==> src/rtl/dsa_arb_pkg.sv <==
// Shared types and helpers for the DSA bus arbiter: state encoding,
// default sizing and the round-robin winner selection.
package dsa_arb_pkg;

    typedef enum logic {
        IDLE = 1'b0,
        OWN  = 1'b1
    } arb_state_t;

    localparam int DEF_NUM_REQ   = 4;
    localparam int DEF_MAX_BURST = 16;
    localparam int DEF_RD_LAT    = 1;

    // First valid requester strictly after last_winner, wrapping at num_req.
    // Scanning the far end first lets the nearest candidate overwrite the pick.
    function automatic logic [2:0] rr_pick(
        input logic [7:0] valid,
        input logic [2:0] last_winner,
        input int         num_req
    );
        logic [2:0] pick;
        int         idx;
        pick = last_winner;
        for (int k = num_req; k >= 1; k--) begin
            idx = (int'(last_winner) + k) % num_req;
            if (valid[idx[2:0]]) begin
                pick = idx[2:0];
            end
        end
        return pick;
    endfunction

endpackage

==> src/rtl/dsa_rsp_pipe.sv <==
// Fixed-latency shift pipe carrying {valid, requester id} for read responses;
// everything in flight is dropped on reset.
module dsa_rsp_pipe
#(
    parameter int DEPTH = 1,
    parameter int ID_W  = 2
)(
    input  logic            clk,
    input  logic            reset,
    input  logic            in_valid,
    input  logic [ID_W-1:0] in_id,
    output logic            out_valid,
    output logic [ID_W-1:0] out_id
);

    logic [DEPTH-1:0]           valid_q, valid_d;
    logic [DEPTH-1:0][ID_W-1:0] id_q, id_d;

    genvar gi;
    generate
        for (gi = 0; gi < DEPTH; gi++) begin : g_stage
            if (gi == 0) begin : g_head
                assign valid_d[gi] = in_valid;
                assign id_d[gi]    = in_id;
            end else begin : g_tail
                assign valid_d[gi] = valid_q[gi-1];
                assign id_d[gi]    = id_q[gi-1];
            end
        end
    endgenerate

    always_ff @(posedge clk or posedge reset) begin
        if (reset) begin
            valid_q <= '0;
            id_q    <= '0;
        end else begin
            valid_q <= valid_d;
            id_q    <= id_d;
        end
    end

    assign out_valid = valid_q[DEPTH-1];
    assign out_id    = id_q[DEPTH-1];

endmodule

==> src/rtl/dsa_bus_arbiter.sv <==
// Round-robin, burst-locking owner arbiter for the 8-bit DSA bus with in-order
// fixed-latency read responses. Define DSA_ARB_TIMEOUT_EN for the idle-owner watchdog.
module dsa_bus_arbiter
    import dsa_arb_pkg::*;
#(
    parameter int NUM_REQ   = DEF_NUM_REQ,
    parameter int ADDR_W    = 16,
    parameter int DATA_W    = 8,
    parameter int MAX_BURST = DEF_MAX_BURST,
    parameter int RD_LAT    = DEF_RD_LAT,
    parameter int TIMEOUT   = 64,
    localparam int ID_W     = (NUM_REQ > 1) ? $clog2(NUM_REQ) : 1
)(
    input  logic                      clk,
    input  logic                      reset,
    input  logic [NUM_REQ-1:0]        req_valid,
    input  logic [NUM_REQ-1:0]        req_we,
    input  logic [NUM_REQ-1:0]        req_last,
    input  logic [NUM_REQ*ADDR_W-1:0] req_addr,
    input  logic [NUM_REQ*DATA_W-1:0] req_wdata,
    output logic [NUM_REQ-1:0]        req_ready,
    output logic [NUM_REQ-1:0]        rsp_valid,
    output logic [DATA_W-1:0]         rsp_rdata,
    output logic [ADDR_W-1:0]         bus_addr,
    output logic [DATA_W-1:0]         bus_wdata,
    output logic                      bus_wr_en,
    output logic                      bus_rd_en,
    input  logic [DATA_W-1:0]         bus_rdata,
    output logic [ID_W-1:0]           grant_id,
    output logic                      busy,
    output logic                      err_timeout
);

    arb_state_t        state_q, state_d;
    logic [ID_W-1:0]   owner_q, owner_d;
    logic [ID_W-1:0]   last_winner_q, last_winner_d;
    logic [7:0]        burst_q, burst_d;
    logic [DATA_W-1:0] rdata_q, rdata_d;
    logic              own, owner_valid, xfer, rd_accept, timeout_hit;
    logic              pipe_valid;
    logic [ID_W-1:0]   pipe_id;
    logic [2:0]        pick;

    assign own         = (state_q == OWN);
    assign owner_valid = req_valid[owner_q];
    assign xfer        = own & owner_valid;
    assign rd_accept   = xfer & ~req_we[owner_q];
    assign pick        = rr_pick(8'(req_valid), 3'(last_winner_q), NUM_REQ);
    assign busy        = own;
    assign grant_id    = owner_q;

`ifdef DSA_ARB_TIMEOUT_EN
    localparam int TO_W = $clog2(TIMEOUT + 1);
    logic [TO_W-1:0] idle_cnt_q, idle_cnt_d;
    logic            err_q, err_d;

    // Counts consecutive cycles the owner holds the lock without presenting a transfer.
    always_comb begin
        idle_cnt_d  = idle_cnt_q;
        err_d       = err_q;
        timeout_hit = 1'b0;
        if (!own || owner_valid) begin
            idle_cnt_d = '0;
        end else if (idle_cnt_q == TO_W'(TIMEOUT - 1)) begin
            idle_cnt_d  = '0;
            err_d       = 1'b1;
            timeout_hit = 1'b1;
        end else begin
            idle_cnt_d = idle_cnt_q + 1'b1;
        end
    end

    always_ff @(posedge clk or posedge reset) begin
        if (reset) begin
            idle_cnt_q <= '0;
            err_q      <= 1'b0;
        end else begin
            idle_cnt_q <= idle_cnt_d;
            err_q      <= err_d;
        end
    end

    assign err_timeout = err_q;
`else
    assign timeout_hit = 1'b0;
    assign err_timeout = 1'b0;
`endif

    always_comb begin
        state_d       = state_q;
        owner_d       = owner_q;
        last_winner_d = last_winner_q;
        burst_d       = burst_q;
        req_ready     = '0;
        bus_addr      = '0;
        bus_wdata     = '0;
        bus_wr_en     = 1'b0;
        bus_rd_en     = 1'b0;
        case (state_q)
            IDLE: begin
                if (|req_valid) begin
                    owner_d       = pick[ID_W-1:0];
                    last_winner_d = pick[ID_W-1:0];
                    burst_d       = '0;
                    state_d       = OWN;
                end
            end
            OWN: begin
                req_ready[owner_q] = 1'b1;
                bus_addr           = req_addr[owner_q*ADDR_W +: ADDR_W];
                bus_wdata          = req_wdata[owner_q*DATA_W +: DATA_W];
                bus_wr_en          = owner_valid & req_we[owner_q];
                bus_rd_en          = rd_accept;
                if (xfer) begin
                    if (burst_q < 8'(MAX_BURST)) begin
                        burst_d = burst_q + 8'd1;
                    end
                    // The MAX_BURST-th beat ends the grant even without req_last.
                    if (req_last[owner_q] || (burst_q + 8'd1 >= 8'(MAX_BURST))) begin
                        state_d = IDLE;
                        burst_d = '0;
                    end
                end else if (timeout_hit) begin
                    state_d = IDLE;
                    burst_d = '0;
                end
            end
            default: state_d = IDLE;
        endcase
    end

    always_ff @(posedge clk or posedge reset) begin
        if (reset) begin
            state_q       <= IDLE;
            owner_q       <= '0;
            last_winner_q <= ID_W'(NUM_REQ - 1);
            burst_q       <= '0;
            rdata_q       <= '0;
        end else begin
            state_q       <= state_d;
            owner_q       <= owner_d;
            last_winner_q <= last_winner_d;
            burst_q       <= burst_d;
            rdata_q       <= rdata_d;
        end
    end

    dsa_rsp_pipe #(
        .DEPTH (RD_LAT),
        .ID_W  (ID_W)
    ) u_rsp_pipe (
        .clk       (clk),
        .reset     (reset),
        .in_valid  (rd_accept),
        .in_id     (owner_q),
        .out_valid (pipe_valid),
        .out_id    (pipe_id)
    );

    // Read data passes straight through on the response cycle and is held afterwards.
    always_comb begin
        rsp_valid = '0;
        if (pipe_valid) begin
            rsp_valid[pipe_id] = 1'b1;
        end
        rsp_rdata = pipe_valid ? bus_rdata : rdata_q;
        rdata_d   = rsp_rdata;
    end

endmodule
==> config.mk <==
export PLATFORM = sky130hd
export DESIGN_NAME = dsa_bus_arbiter
export DESIGN_NICKNAME = d
export VERILOG_FILES = /design/src/rtl/dsa_arb_pkg.sv /design/src/rtl/dsa_rsp_pipe.sv /design/src/rtl/dsa_bus_arbiter.sv
export SDC_FILE = /design/constraint.sdc
export NUM_CORES = 1
export LEC_CHECK = 0
export CORE_UTILIZATION = 25
export CTS_CLUSTER_DIAMETER = 60
export DETAILED_ROUTE_END_ITERATION = 10
export DONT_BUFFER_PORTS = 1
export GPL_TIMING_DRIVEN = 0
export HOLD_SLACK_MARGIN = 0.03
export PLACE_DENSITY_LB_ADDON = 0.3
export SLEW_MARGIN = 40
export SYNTH_ARGS = -nofsm -noshare
export SYNTH_HDL_FRONTEND = slang
export SYNTH_SLANG_ARGS = --single-unit
==> constraint.sdc <==
create_clock -name clk -period 2.61 [get_ports clk]
set_input_delay 0.783 -clock clk [delete_from_list [all_inputs] [get_ports clk]]
set_output_delay 0.783 -clock clk [all_outputs]
set_load 0.03 [all_outputs]
==> implementation parameters, run 1 <==
Parameter                              Value

Yosys
  Number of different library cells in the post-synthesis netlist    43
  Count of synthesis-stage warnings from yosys    0
  Synth Register Bits    24
  Number of flops mapped to enable cells by yosys    0
  Top flip-flop cell by instance count after synthesis    dfrtp_1
  Synthesized area divided by synthesized cell count    11.7 um2
  Netlist Area Pre-Place    2050 um2
  Proportion of synthesized chip area in sequential cells    0.295
  Proportion of register bits with asynchronous set or reset after synthesis    1.00
  Cell count after synthesis    175
  Post-Syn Nets    294

Final layout
  Synth-to-layout area growth    21.2%
  Commonest cells after routing, fill and taps aside    mux4_2 (27), and2_4 (24), dfrtp_1 (19)
  Final core utilization    0.317
  Diode insertion count for antenna repair    0
  Multi-input gate area in the final layout    1450 um2
  Ratio of cells with drive above 1 in the final layout    0.543
  Number of nets in the final layout    304
  Register area    607 um2
  Filler cell count in the final layout    798
  Most common cell after layout, fill and taps aside    mux4_2
  Post-route standard cell area excluding fillers    2480 um2

Setup path
  Type of the worst setup path    flip-flop to output pin
  Critical path startpoint category    flip-flop
  Arrival time at the worst endpoint    1.90 ns
  Critical path peak fanout    6
  Data required time at the worst endpoint    1.83 ns
  Category of the worst setup path capture point    output pin

Global routing
  Global-route wire length before repair    8560 um
  Maximum number of pins on one net before global-route repair    25
  Global routing usage on met2    0.222
  GR met1 Demand/Resource    0.161
  Vias in the first global route    1571
  Most used routing layer in global routing    met2
  Global router's overall resource usage    0.132
  Number of antenna violations at the first check in global routing    0
  Met3 track demand over resource in global routing    0.0402
  Remaining global-route overflow    0

Floorplan
  Area enclosed by the die boundary    8550 um2
  Num ports    164
  Number of core rows    32
  Die outline width    92.5 um
  Die Y    92.5 um
  Initial core utilization    0.262
  Standard cell core area    7810 um2

CTS
  Post-cts hold buffer count    0
  Source-to-sink clock delay at the later pin of the worst-skew pair    0.27 ns
  Clock sinks    24
  Library cell used as clock root buffer    clkbuf_8
  TritonCTS Buffers    3
  Clock transition at the registers of the reported paths    0.08 ns
  Number of levels in the clock H-tree    1
  CTS tree    done
  CTS max path bufs    2

Drt
  Wire length per cell after detailed routing    19.9 um
  Avg Vias per Cell    5.26
  Number of nets still failing antenna checks after routing    0
  First DRT Iteration DRCs    57
  Total wire length after detailed routing    5690 um
  Router iterations before antenna repair    4
  Count of unresolved DRC violations after routing    0
  Total number of vias    1504

Timing
  Final Hold Fails    0
  Final-layout setup total negative slack    -0.477 ns
  Peak Freq    0.373 GHz
  Setup Viol. Count Final    18
  Largest clock skew in the final design    0.00520 ns
  Transition at the pin with the smallest max-transition slack    0.552 ns
  Time the worst path needs with I/O delays and setup    2.68 ns
  Setup repair after global routing missed its margin    true
  Part of the cycle the worst path needs    1.03
  Max-slew headroom at the worst pin    0.630
  Fin. max-slew vios    0
  Setup slack after layout    -0.0723 ns

Power and ir drop
  Total power after layout    3.63 mW
  Leakage dissipation    0.962 nW
  Max IR drop VDD    0.464 mV
  Power density over the cells    1460 nW/um2

Worst hold path
  HP Class    input pin to asynchronous set/reset pin

Place
  Post-place instance area    2190 um2
  Count of input and output buffers    0
  Last weighted congestion value of the routability-driven placer    0.801
  Placed wire-length estimate    4710 um

Run status
  Failing checks    negative setup slack
  Outcome    finished, violations left

Run
  Maximum capacitance violations    0
critical path, stage by stage, from the launching register on:
cell,delay (ns)
dfrtp_2,0.51
buf_12,0.17
buf_12,0.12
mux4_2,0.57
and3_4,0.26
power breakdown:
part / total, mW / switching [mW] / internal, mW
combinational: 2.63 / 1.49 / 1.14
clock: 0.327 / 0.122 / 0.205
sequential: 0.678 / 0.154 / 0.524
total: 3.63 / 1.76 / 1.87
final cells by class:
cell class | instances | area share
clock buffer | 3 | 0.0167
inverter | 5 | 0.00757
multi-input combinational | 132 | 0.583
tap | 102 | 0.0515
buffer | 14 | 0.0510
clock inverter | 1 | 0.0121
timing repair buffer | 5 | 0.0333
sequential | 24 | 0.245
routing by layer:
layer,vias to the layer above,share of wire,wire (um)
li1,681,-,-
met1,724,0.39,2190
met2,95,0.51,2890
met3,4,0.096,545
met4,0,0.011,62
met5,-,0,0
through the flow:
step	hold WS (ns)	worst slack, ns	instances
2_1_floorplan	0.471	0.00629	175
3_3_place_gp	0.487	-0.341	277
3_5_place_dp	0.499	-0.343	277
4_1_cts	0.438	-0.104	283
5_1_grt	0.446	-0.136	286
6_report	0.420	-0.0723	286
kinds of logic after synthesis:
group / Yosys count / synth area share
adders and majority gates: 1 / 0.00612
buffers and inverters: 19 / 0.0434
DFF: 24 / 0.295
xor gates and xnor gates: 1 / 0.00428
muxes: 35 / 0.341
AOI/OAI and AO/OA: 24 / 0.105
other: 1 / 0.00183
and+or+nand+nor: 70 / 0.204
cells in the mapped netlist (3+ instances only):
library cell,n,share of area
a21oi_1,4,0.0098
and3_1,5,0.015
nand2_1,13,0.024
mux2_2,8,0.044
mux4_2,27,0.30
and2_1,28,0.086
dfrtp_1,22,0.27
nor2_1,7,0.013
nand2b_1,3,0.0092
clkbuf_1,8,0.015
inv_1,5,0.0092
worst paths after layout:
check,from,endpoint,slack [ns],cells past startpoint
hold / removal,reset,rdata_q[2]$_DFF_PP0_,0.42,1
min in group clk,last_winner_q[1]$_DFFE_PP1P_,last_winner_q[1]$_DFFE_PP1P_,0.51,2
hold reg to reg,last_winner_q[1]$_DFFE_PP1P_,last_winner_q[1]$_DFFE_PP1P_,0.51,2
setup reg to reg,grant_id[0]$_DFFE_PP0P_,burst_q[2]$_DFFE_PP0P_,0.23,6
max in group asynchronous,reset,grant_id[1]$_DFFE_PP0P_,1.82,1
setup / recovery,grant_id[0]$_DFFE_PP0P_,bus_wr_en,-0.07,4
repair_timing:
item                       4_1_cts  5_1_grt
gates cloned                     1        0
pin swaps                        1        1
setup buffers                    1        3
gates resized for setup         72        5
setup endpoints to repair       30       28
sequential cells by signal, indices dropped and copies added (netlist names):
name / count
rdata_q: 8
u_rsp_pipe.out_valid: 1
u_rsp_pipe.out_id: 2
last_winner_q: 2
burst_q: 8
busy: 1
grant_id: 2
No activity file was read; power rests on OpenSTA's default activity.
==> run 2, diff against run 1 <==
--- a/config.mk
+++ b/config.mk
@@ -5,7 +5,7 @@
 export SDC_FILE = /design/constraint.sdc
 export NUM_CORES = 1
 export LEC_CHECK = 0
-export CORE_UTILIZATION = 25
+export CORE_UTILIZATION = 48
 export CTS_CLUSTER_DIAMETER = 60
 export DETAILED_ROUTE_END_ITERATION = 10
 export DONT_BUFFER_PORTS = 1
==> run 2 against run 1 <==
Compared with the run above:
- the flow still finishes with violations (negative setup slack)
- sequential share of layout area grew 1.3 points
- final cell count down 19%
- clock power fell by 2%
- global-route usage up 11 points
- clock skew down 0.0027 ns
- maximum frequency up 0.98%
- design area down 4.9%
- die area is 47% lower
- critical path depth is the same
- critical endpoint unchanged
- largest cell class unchanged
==> implementation parameters, run 2 (synthesis results as in run 1) <==
Parameter                              Value

Final layout
  Number of nets in the final layout    301 (-0.99%)
  Ratio of cells with drive above 1 in the final layout    0.530 (-0.0131)
  Filler cell count in the final layout    329 (-59%)
  Post-Layout Cell Count    232 (-19%)
  Synth-to-layout area growth    15.2%
  Commonest cells after routing, fill and taps aside    mux4_2 (27), and2_4 (24), dfrtp_1 (19)
  Biggest regs    burst_q: 8 flops, rdata_q: 8 flops
  Most common cell after layout, fill and taps aside    mux4_2

Run
  Maximum capacitance violations    0 (unchanged)

Timing
  Peak Freq    0.376 GHz (+0.98%)
  Largest clock skew in the final design    0.00248 ns (-0.00271 ns)
  Max-slew headroom at the worst pin    0.621 (-0.00918)
  Fin. max-slew vios    0 (unchanged)
  Transition at the pin with the smallest max-transition slack    0.564 ns (+0.0119 ns)
  Final Hold Fails    0 (unchanged)
  Setup repair after global routing missed its margin    true
  Time the worst path needs with I/O delays and setup    2.66 ns (-0.0259 ns)
  Setup Viol. Count Final    8 (-10)
  Worst hold margin    0.419 ns (-0.000981 ns)
  Setup slack after layout    -0.0464 ns (+0.0259 ns)
  Part of the cycle the worst path needs    1.02 (-0.00994)

Worst hold path
  HP Class    input pin to asynchronous set/reset pin

Setup path
  Critical path startpoint category    flip-flop
  Type of the worst setup path    flip-flop to output pin
  Arrival time at the worst endpoint    1.87 ns (-0.03 ns)
  Data required time at the worst endpoint    1.83 ns (about the same)
  Category of the worst setup path capture point    output pin
  Critical path peak fanout    6 (unchanged)

Power and ir drop
  Total power after layout    3.53 mW (-2.8%)
  Power density over the cells    1500 nW/um2 (+2.3%)
  Leakage dissipation    0.934 nW (-2.9%)
  Max IR drop VDD    0.966 mV (+110%)

Global routing
  Vias in the first global route    1597 (+1.7%)
  Remaining global-route overflow    0 (unchanged)
  Number of antenna violations at the first check in global routing    2 (+2)
  Global router's overall resource usage    0.246 (+0.114)
  Maximum number of pins on one net before global-route repair    25 (unchanged)
  Global-route wire length before repair    7970 um (-6.9%)

Place
  Number of placed instances with taps included    225 (-19%)
  Count of input and output buffers    0 (unchanged)
  Last weighted congestion value of the routability-driven placer    0.840 (+4.9%)
  Placed wire-length estimate    4710 um (about the same)

Floorplan
  Standard cell core area    4060 um2 (-48%)
  Die outline width    67.3 um (-27%)
  Initial core utilization    0.504 (+0.242)
  Die Y    67.3 um (-27%)
  Num ports    164 (unchanged)
  Area enclosed by the die boundary    4530 um2 (-47%)
  Number of core rows    23 (-28%)

CTS
  TritonCTS Buffers    3 (unchanged)
  Clock transition at the registers of the reported paths    0.08 ns (about the same)
  CTS tree    done
  Number of levels in the clock H-tree    1 (unchanged)
  Post-cts hold buffer count    0 (unchanged)
  Library cell used as clock root buffer    clkbuf_8
  CTS max path bufs    2 (unchanged)
  Clock sinks    24 (unchanged)
  Source-to-sink clock delay at the later pin of the worst-skew pair    0.26 ns (about the same)

Drt
  Count of unresolved DRC violations after routing    0 (unchanged)
  First DRT Iteration DRCs    89 (+56%)
  Avg Vias per Cell    6.91 (+31%)
  Wire length per cell after detailed routing    25.2 um (+27%)
  Router iterations before antenna repair    4 (unchanged)
  Total wire length after detailed routing    5840 um (+2.6%)
  Number of nets still failing antenna checks after routing    0 (unchanged)
  Total number of vias    1602 (+6.5%)

Run status
  Outcome    finished, violations left
  Failing checks    negative setup slack
-- run 2: routing by layer --
layer | vias up | share of wire | track usage
met2 | 128 | 0.54 | 0.431
met5 | - | 0.0026 | 0
li1 | 677 | - | -
met4 | 2 | 0.016 | 0.0718
met3 | 15 | 0.10 | 0.0574
met1 | 780 | 0.34 | 0.299
-- run 2: power breakdown --
part / total [mW] / leakage (nW) / internal [mW] / switching [mW]
Combinational: 2.53 / 0.603 / 1.06 / 1.47
Clock: 0.321 / 0.0357 / 0.205 / 0.116
Sequential: 0.676 / 0.295 / 0.524 / 0.152
Total: 3.53 / 0.934 / 1.79 / 1.74
-- run 2: timing repair --
action / in CTS / in global routing
gates cloned: 0 / 1
setup buffers: 1 / 0
pin swaps: 1 / 1
endpoints found under the setup margin: 29 / 27
gates resized for setup: 69 / 4
-- run 2: final timing paths --
path | start | end | slack [ns] | cells after the start
setup / recovery | grant_id[0]$_DFFE_PP0P_ | bus_wr_en | -0.05 | 4
hold / removal | reset | rdata_q[6]$_DFF_PP0_ | 0.42 | 1
setup reg to reg | grant_id[0]$_DFFE_PP0P_ | burst_q[2]$_DFFE_PP0P_ | 0.22 | 6
hold reg to reg | last_winner_q[1]$_DFFE_PP1P_ | last_winner_q[1]$_DFFE_PP1P_ | 0.51 | 2
max in group asynchronous | reset | grant_id[1]$_DFFE_PP0P_ | 1.83 | 1
min in group clk | last_winner_q[1]$_DFFE_PP1P_ | last_winner_q[1]$_DFFE_PP1P_ | 0.51 | 2
-- run 2: through the flow --
step	utilization	instance area (um2)	TNS (ns)	worst slack, ns
after global placement	0.521	2110	-1.59	-0.166
final	0.581	2360	-0.141	-0.0464
after detailed placement	0.523	2120	-2.62	-0.197
after CTS	0.572	2320	-0.173	-0.0577
after floorplan	-	2050	0	0.00629
after global routing	0.580	2350	-1.13	-0.0975
-- run 2: area by class of cell --
class	count	area, um2	area share
Antenna cell	1	2.50	0.00106
Inverter	5	18.8	0.00796
Clock buffer	3	41.3	0.0175
Buffer	14	118	0.0499
Sequential cell	24	607	0.257
Tap cell	50	62.6	0.0265
Timing Repair Buffer	2	32.5	0.0138
Clock inverter	1	30.0	0.0127
Multi-Input combinational cell	132	1450	0.613
-- run 2: critical path, stage by stage (launching register included) --
cell and delay, ns:
dfrtp_2 0.49, buf_8 0.17, buf_12 0.13, mux4_2 0.56
and3_4 0.25
==> run 3, diff against run 2 <==
==> constraint.sdc (replaced) <==
create_clock -name clk -period 2.61 [get_ports clk]
set_input_delay 0.3915 -clock clk [delete_from_list [all_inputs] [get_ports clk]]
set_output_delay 0.3915 -clock clk [all_outputs]
set_load 0.03 [all_outputs]
==> run 3 against run 2 <==
Compared with the run above:
- the run now ends clean
- final cell count down 1.3%
- sequential share of layout area up 1.8 points
- critical path depth is the same
- combinational power decreased by 15%
- routed wire length fell by 11%
- non-clock buffer count decreased by 2
- global-route usage down 3.1 points
==> implementation parameters, run 3 (synthesis results as in run 1) <==
Parameter                              Value

Floorplan
  Die Y    67.3 um (unchanged)
  Die outline width    67.3 um (unchanged)
  Num ports    164 (unchanged)
  Number of core rows    23 (unchanged)
  Area enclosed by the die boundary    4530 um2 (unchanged)
  Initial core utilization    0.504 (unchanged)
  Standard cell core area    4060 um2 (unchanged)

Drt
  Total wire length after detailed routing    5190 um (-11%)
  Count of unresolved DRC violations after routing    0 (unchanged)
  Router iterations before antenna repair    4 (unchanged)
  Wire length per cell after detailed routing    22.7 um (-9.8%)
  Avg Vias per Cell    6.71 (-2.9%)
  Number of nets still failing antenna checks after routing    0 (unchanged)
  First DRT Iteration DRCs    79 (-11%)
  Total number of vias    1536 (-4.1%)

Setup path
  Type of the worst setup path    flip-flop to output pin
  Critical path peak fanout    10 (+4)
  Critical path startpoint category    flip-flop
  Arrival time at the worst endpoint    2.06 ns (+0.19 ns)
  Category of the worst setup path capture point    output pin
  Data required time at the worst endpoint    2.22 ns (+0.39 ns)

CTS
  CTS max path bufs    2 (unchanged)
  Clock sinks    24 (unchanged)
  Clock transition at the registers of the reported paths    0.09 ns (about the same)
  Source-to-sink clock delay at the later pin of the worst-skew pair    0.27 ns (about the same)
  Post-cts hold buffer count    0 (unchanged)
  CTS tree    done
  Library cell used as clock root buffer    clkbuf_8
  TritonCTS Buffers    3 (unchanged)
  Number of levels in the clock H-tree    1 (unchanged)
  Number of setup buffers added after CTS    0 (-1)

Global routing
  Maximum number of pins on one net before global-route repair    25 (unchanged)
  Global router's overall resource usage    0.215 (-0.0311)
  Remaining global-route overflow    0 (unchanged)
  Vias in the first global route    1419 (-11%)
  Global-route wire length before repair    7010 um (-12%)
  Number of antenna violations at the first check in global routing    0 (-2)

Timing
  Max-slew headroom at the worst pin    0.605 (-0.0163)
  Fin. max-slew vios    0 (unchanged)
  Transition at the pin with the smallest max-transition slack    0.590 ns (+0.0262 ns)
  Setup Viol. Count Final    0 (-8)
  Part of the cycle the worst path needs    0.938 (-0.0794)
  Time the worst path needs with I/O delays and setup    2.45 ns (-0.207 ns)
  Worst hold margin    0.0179 ns (-0.401 ns)
  Setup repair after global routing missed its margin    false
  Final Hold Fails    0 (unchanged)
  Peak Freq    0.408 GHz (+8.5%)
  Final-layout setup total negative slack    0 ns (+0.141 ns)
  Setup slack after layout    0.161 ns (+0.207 ns)
  Largest clock skew in the final design    0.00506 ns (+0.00258 ns)

Place
  Last weighted congestion value of the routability-driven placer    0.816 (-2.9%)
  Count of input and output buffers    0 (unchanged)
  Placed wire-length estimate    4360 um (-7.5%)
  Post-placement setup slack    0.0712 ns (+0.269 ns)

Final layout
  Diode insertion count for antenna repair    0 (-1)
  Commonest cells after routing, fill and taps aside    and2_1 (28), mux4_2 (27), dfrtp_1 (20)
  Number of nets in the final layout    299 (-0.66%)
  Most common cell after layout, fill and taps aside    and2_1
  Filler cell count in the final layout    336 (+2.1%)
  Biggest regs    burst_q: 8 flops, rdata_q: 8 flops
  Ratio of cells with drive above 1 in the final layout    0.363 (-0.167)
  Synth-to-layout area growth    7.65%

Power and ir drop
  Leakage dissipation    0.846 nW (-9.4%)
  Max IR drop VDD    0.622 mV (-36%)
  Total power after layout    3.14 mW (-11%)
  Power density over the cells    1420 nW/um2 (-4.9%)

Run
  Maximum capacitance violations    0 (unchanged)

Run status
  Outcome    complete, no violations

Worst hold path
  HP Class    input pin to asynchronous set/reset pin
==> run 3: changes by cell type in the layout (fill, tap and decap cells not counted), moves of 2 or more <==
cell,change
clkbuf_1,+2
and2_1,+24
and2_4,-24
buf_8,-2
==> run 3: repair_timing <==
item	in CTS	in global routing
endpoints found under the setup margin	25	2
pin swaps	0	0
gates resized for setup	6	2
==> run 3: layer usage <==
metal  up-vias  GRT usage  part of all wire
met2       104      0.384              0.54
met1       752      0.263              0.37
met4         0     0.0798             0.015
met5         -          0                 0
li1        674          -                 -
met3         6     0.0270             0.070
==> run 3: power by group <==
group | internal (mW) | switching (mW) | total (mW)
combinational | 0.756 | 1.38 | 2.14
clock | 0.205 | 0.125 | 0.330
sequential | 0.523 | 0.146 | 0.669
total | 1.48 | 1.65 | 3.14
==> run 3: layout make-up <==
| cell class | count | area [um2] | area share |
|---|---|---|---|
| Clock inverter | 1 | 30.0 | 0.0136 |
| Multi-Input combinational cell | 132 | 1370 | 0.620 |
| Clock buffer | 3 | 41.3 | 0.0188 |
| Inverter | 5 | 18.8 | 0.00852 |
| Buffer | 14 | 77.6 | 0.0352 |
| Tap cell | 50 | 62.6 | 0.0284 |
| Sequential cell | 24 | 606 | 0.275 |
==> run 3: metrics by stage <==
stage / utilization / std cells / instance area (um2)
floorplan: - / 175 / 2050
global placement: 0.520 / 225 / 2110
detailed placement: 0.522 / 225 / 2120
CTS: 0.542 / 229 / 2200
global route: 0.543 / 229 / 2200
finish: 0.543 / 229 / 2200
==> run 3: final timing paths <==
| path | to | cells past startpoint | slack, ns | start |
|---|---|---|---|---|
| max | bus_addr[9] | 4 | 0.16 | grant_id[0]$_DFFE_PP0P_ |
| min | rdata_q[2]$_DFF_PP0_ | 1 | 0.02 | reset |
| max reg2reg | burst_q[3]$_DFFE_PP0P_ | 7 | 0.27 | burst_q[0]$_DFFE_PP0P_ |
| min reg2reg | last_winner_q[1]$_DFFE_PP1P_ | 2 | 0.51 | last_winner_q[1]$_DFFE_PP1P_ |
| max in group asynchronous | grant_id[1]$_DFFE_PP0P_ | 1 | 2.23 | reset |
| min in group clk | last_winner_q[0]$_DFFE_PP1P_ | 2 | 0.35 | req_valid[3] |
==> run 3: worst max-delay path: stages (launching register included) <==
cell	delay [ns]
dfrtp_2	0.49
buf_6	0.16
buf_2	0.30
mux4_2	0.56
and2_1	0.28
